--- src/rtl/multiplier_arbiter.sv ---
// multiplier_arbiter: round-robin sharing of one combinational N x N unsigned
// array multiplier between R requesters, with a registered, ID-tagged response.
//
// Optional feature macro: MULTIPLIER_ARBITER_STATS_EN
//   defined   -> txn_count counts response handshakes, saturating at 16'hFFFF
//   undefined -> txn_count is tied to 0
//
// Ports:
//   clk, rst              clock (rising edge), async active-high reset
//   req_valid[R]          per-requester request valid
//   req_ready[R]          one-hot grant, combinational, only in IDLE
//   req_a, req_b[R*N]     operands, requester i on bits [i*N +: N]
//   rsp_valid, rsp_ready  response handshake
//   rsp_id                requester that owns rsp_p
//   rsp_p[2N]             exact unsigned product
//   txn_count[16]         completed-transaction counter

// Combinational array multiplier: sum of AND-gated, shifted partial-product rows.
module arraymultiplier #(
  parameter int unsigned N = 4
) (
  input  logic [N-1:0]   a,
  input  logic [N-1:0]   b,
  output logic [2*N-1:0] p
);
  localparam int unsigned PW = 2 * N;

  always_comb begin
    p = '0;
    for (int unsigned i = 0; i < N; i++) begin
      p = p + (PW'(a & {N{b[i]}}) << i);
    end
  end
endmodule

module multiplier_arbiter #(
  parameter int unsigned N   = 4,
  parameter int unsigned R   = 4,
  parameter int unsigned LAT = 1
) (
  input  logic                 clk,
  input  logic                 rst,
  input  logic [R-1:0]         req_valid,
  output logic [R-1:0]         req_ready,
  input  logic [R*N-1:0]       req_a,
  input  logic [R*N-1:0]       req_b,
  output logic                 rsp_valid,
  input  logic                 rsp_ready,
  output logic [$clog2(R)-1:0] rsp_id,
  output logic [2*N-1:0]       rsp_p,
  output logic [15:0]          txn_count
);
  localparam int unsigned IW = $clog2(R);
  localparam int unsigned PW = 2 * N;
  localparam int unsigned CW = 4;

  typedef enum logic [1:0] {IDLE, EXEC, DONE} state_t;

  state_t        state_q, state_d;
  logic [IW-1:0] rr_ptr;
  logic [IW-1:0] id_q;
  logic [N-1:0]  op_a, op_b;
  logic [CW-1:0] lat_cnt;
  logic [PW-1:0] mult_p;

  logic          grant_vld;
  logic [IW-1:0] grant_id;
  logic [IW-1:0] cand;
  logic          accept;
  logic          finish;
  logic          rsp_fire;

  arraymultiplier #(.N(N)) u_mult (
    .a(op_a),
    .b(op_b),
    .p(mult_p)
  );

  // Round-robin search: first valid requester at or after rr_ptr, with wrap.
  always_comb begin
    grant_vld = 1'b0;
    grant_id  = '0;
    cand      = '0;
    for (int unsigned k = 0; k < R; k++) begin
      cand = IW'((32'(rr_ptr) + k) % R);
      if (!grant_vld && req_valid[cand]) begin
        grant_vld = 1'b1;
        grant_id  = cand;
      end
    end
  end

  // State register.
  always_ff @(posedge clk or posedge rst) begin
    if (rst) state_q <= IDLE;
    else     state_q <= state_d;
  end

  // Next state, grant and datapath strobes.
  always_comb begin
    state_d   = state_q;
    req_ready = '0;
    accept    = 1'b0;
    finish    = 1'b0;
    rsp_fire  = 1'b0;
    case (state_q)
      IDLE: begin
        // Grant is masked while reset is asserted so no requester sees ready.
        if (grant_vld && !rst) begin
          req_ready[grant_id] = 1'b1;
          accept              = 1'b1;
          state_d             = EXEC;
        end
      end
      EXEC: begin
        if (lat_cnt == '0) begin
          finish  = 1'b1;
          state_d = DONE;
        end
      end
      DONE: begin
        if (rsp_ready) begin
          rsp_fire = 1'b1;
          state_d  = IDLE;
        end
      end
      default: state_d = IDLE;
    endcase
  end

  // Operand capture, settle counter, pointer advance and response register.
  always_ff @(posedge clk or posedge rst) begin
    if (rst) begin
      rr_ptr    <= '0;
      id_q      <= '0;
      op_a      <= '0;
      op_b      <= '0;
      lat_cnt   <= '0;
      rsp_valid <= 1'b0;
      rsp_id    <= '0;
      rsp_p     <= '0;
    end else begin
      if (accept) begin
        op_a    <= req_a[32'(grant_id)*N +: N];
        op_b    <= req_b[32'(grant_id)*N +: N];
        id_q    <= grant_id;
        rr_ptr  <= (grant_id == IW'(R - 1)) ? '0 : grant_id + IW'(1);
        lat_cnt <= CW'(LAT - 1);
      end
      if (state_q == EXEC && lat_cnt != '0) begin
        lat_cnt <= lat_cnt - CW'(1);
      end
      if (finish) begin
        rsp_valid <= 1'b1;
        rsp_id    <= id_q;
        rsp_p     <= mult_p;
      end
      if (rsp_fire) begin
        rsp_valid <= 1'b0;
      end
    end
  end

`ifdef MULTIPLIER_ARBITER_STATS_EN
  // Saturating count of response handshakes.
  always_ff @(posedge clk or posedge rst) begin
    if (rst)                                   txn_count <= '0;
    else if (rsp_fire && txn_count != 16'hFFFF) txn_count <= txn_count + 16'd1;
  end
`else
  assign txn_count = '0;
`endif

endmodule

--- config.mk ---
export PLATFORM = sky130hd
export DESIGN_NAME = multiplier_arbiter
export DESIGN_NICKNAME = d
export VERILOG_FILES = /design/src/rtl/multiplier_arbiter.sv
export SDC_FILE = /design/constraint.sdc
export NUM_CORES = 1
export LEC_CHECK = 0
export CAP_MARGIN = 25
export CORE_MARGIN = 2
export CORE_UTILIZATION = 46
export DETAILED_ROUTE_END_ITERATION = 16
export PLACE_DENSITY = 0.84
export SYNTH_ARGS = -nofsm -noshare
export SYNTH_HDL_FRONTEND = slang
export SYNTH_SLANG_ARGS = --single-unit
--- constraint.sdc ---
create_clock -name clk -period 3.9 [get_ports clk]
set_input_delay 0.585 -clock clk [delete_from_list [all_inputs] [get_ports clk]]
set_output_delay 0.585 -clock clk [all_outputs]
set_load 0.05 [all_outputs]
==> results.cfg <==
[critical_path]
cp-end-kind = output pin
critPathKind = in2out
worstPathMaxFanout = 6
rr_worst_depth = 11
reg2reg_slack_ps = 1000
r2r-start = op_a[3]
required_ps = 3310
startpoint_type = input pin
rr_endpoint = rsp_p[7]
arrival_ps = 2850

[sta]
rsz0062_at_grt = false
final_max_slew_viol_count = 0
finClkSkew_ps = 5.71
fmax_ghz = 0.291
worstMarginPinSlew_ps = 570
fin_setup_tns_ps = 0
hold_viol = 0
min_period_ps = 3440
final.period_utilization_pct = 88.1
slew_headroom_pct = 61.9
setup_viol = 0

[layout]
filler_cell_count = 358
seqCellArea_um2 = 726
final_net_count = 318
n_antenna_cell = 0
area_growth_pct = 32.0
drive_above_1_share_pct = 8.08
fin_area_um2 = 2670
multi_input_area_um2 = 1150

[synthesis]
synthAdderAreaFrac_pct = 14.2
synth-edff-count = 0
synth_mux_area_share_pct = 11.2
syn_area_um2 = 2020
syn_avg_cell_area_um2 = 10.1
synth_compound_area_share_pct = 12.3
ys_types = 37
synth_warnings = 0
synth_top_family_by_area = simple AND/OR/NAND/NOR gates
synth_cells = 201
synth_xor_xnor_area_share_pct = 1.73
ys_ff_latch = 29
ys.flop_type = dfrtp_1
synthArstFlopShare_pct = 100
synthSimpleGateAreaFrac_pct = 14.2
synth_seq_area_share_pct = 35.8

[route]
wl_mm = 3.80
drtIter0Drc = 82
via_per_inst = 4.94
drtAntennaViolNets = 0
dr.pass1.iters = 4
routedWlPerCell_um = 12.2
vias = 1540
drc = 0

[placed_design]
place_congestion = 0.836
postPlaceCellArea_um2 = 2570
port_buffers = 53
dpl.hpwl_mm = 3.09

[clocking]
cts-root-buf = clkbuf_8
ctsLongestPathBuffers = 2
cts_resized = 0
h-tree-depth = 2
cts_buffers = 5
cts_tree = done
cts_hold_buf = 0
clk_latency_ps = 280
cts_sinks = 29
clk_pin_slew_ps = 60
post_cts_buffers = 0

[grt]
grt_pass1_vias = 1585
grt.met1_usage_pct = 22.7
antenna_found_initial = 0
grt_pass1_wl_mm = 6.93
overflow = 0
gr-usage-all-layers_pct = 17.3
grt_max_degree = 21
use_met3_pct = 5.05
grt.met2_usage_pct = 27.4
grt-busiest-layer = met2

[die]
std_cell_rows = 24
die-area_um2 = 4950
coreArea_um2 = 4290
io_pins = 70
initial_core_util_pct = 47.1
die_x_um = 70.3
dieHeight_um = 70.3

[outcome]
status = finished clean

[worst_hold_path]
hold_depth = 1
holdPathEnd = id_q[0]
hp-start = id_q[0]
hold_path_class = reg2reg

[power_and_ir_drop]
peakVddDrop_mv = 0.324
cellPowerDensity_nw_per_um2 = 683
leakagePower_nw = 1.30

[job]
maxCapViolCount = 0
==> state kept, by name, indices dropped and copies added, names as in the netlist <==
signal	flops
state_q	2
rr_ptr	2
rsp_p	8
rsp_id	2
id_q	2
rsp_valid	1
lat_cnt	4
op_a	4
op_b	4
==> worst max-delay path by stage <==
stage                       from           end  cells past startpoint
floorplan                op_a[3]      rsp_p[7]                     11
detailed placement  req_valid[0]  req_ready[1]                      8
global placement    req_valid[0]  req_ready[0]                      8
global route        req_valid[1]  req_ready[1]                      8
CTS                 req_valid[0]  req_ready[1]                      8
finish              req_valid[0]  req_ready[1]                      8
==> synth_stat cells (2+ instances only) <==
cell      instances  area [um^2]
fa_1              5          100
a21oi_1           6         30.0
o21ai_0           8         40.0
mux2_2            5         56.3
nand2b_1          3         18.8
nand2_1          30          113
inv_1            16         60.1
a21o_1            3         22.5
buf_2             2         10.0
dfrtp_1          29          726
nor3_1            2         10.0
and2_1           13         81.3
buf_4            16          120
o221ai_1          8         70.1
xor2_1            3         26.3
mux2i_1          17          170
ha_1             15          188
==> final cells by class <==
cell class              instances  area share [%]
clock buffers                   7            3.61
clock inverters                 1           0.187
inverters                      16            2.25
multi-input cells             151            42.9
flip-flops and latches         29            27.2
well taps                      52            2.44
repair buffers                 56            21.5
==> logic make-up (layout without fill, tap and decap cells) <==
group                      after synthesis  in the layout
AOI/OAI and AO/OA                       34             34
xor gates and xnor gates                 4              4
muxes                                   22             22
adders and majority gates               20             20
buffers and inverters                   36             80
and+or+nand+nor                         55             55
DFF                                     29             29
other                                    1             16
==> layout by cell type (no fill, tap or decap), types with 2 or more instances in the layout <==
| master | netlist | routed |
|---|---|---|
| o21ai_0 | 8 | 8 |
| and2_1 | 13 | 13 |
| dfrtp_1 | 29 | 29 |
| conb_1 | 1 | 16 |
| xor2_1 | 3 | 3 |
| nand2_1 | 30 | 30 |
| mux2i_1 | 17 | 17 |
| nor3_1 | 2 | 2 |
| ha_1 | 15 | 15 |
| nand2b_1 | 3 | 3 |
| clkbuf_8 | 0 | 7 |
| mux2_2 | 5 | 5 |
| a21oi_1 | 6 | 6 |
| a21o_1 | 3 | 3 |
| o221ai_1 | 8 | 8 |
| buf_4 | 16 | 2 |
| inv_1 | 16 | 16 |
| fa_1 | 5 | 5 |
| clkdlybuf4s50_1 | 0 | 53 |
==> report_power, final <==
| group | switching (mW) | internal (mW) | total [mW] |
|---|---|---|---|
| registers | 0.113 | 0.433 | 0.546 |
| logic | 0.590 | 0.420 | 1.01 |
| clock network | 0.110 | 0.159 | 0.269 |
==> critical path, cell delays in order <==
cell	delay (ps)
clkdlybuf4s50_1	570
a21oi_1	110
o21a_1	180
o22a_1	240
inv_1	110
ha_1	140
and2_1	120
clkdlybuf4s50_1	800
==> through the flow <==
stage / hold slack, ps / utilization (%) / instances / setup WS (ps) / total power [mW]
after CTS: 480 / 62.2 / 312 / 466 / 1.85
after global placement: 458 / 59.2 / 303 / 524 / 1.53
after detailed placement: 466 / 59.8 / 304 / 479 / 1.56
after floorplan: 443 / - / 216 / 1160 / 1.30
final: 474 / 62.2 / 312 / 465 / 1.82
after global routing: 493 / 62.2 / 312 / 366 / 1.98
==> layer usage <==
layer / wire [um] / up-vias
met5: 0 / -
met4: 57 / 0
met3: 266 / 9
met2: 1640 / 63
met1: 1840 / 694
li1: - / 774
Note: power is estimated with default switching activity, not from simulation.
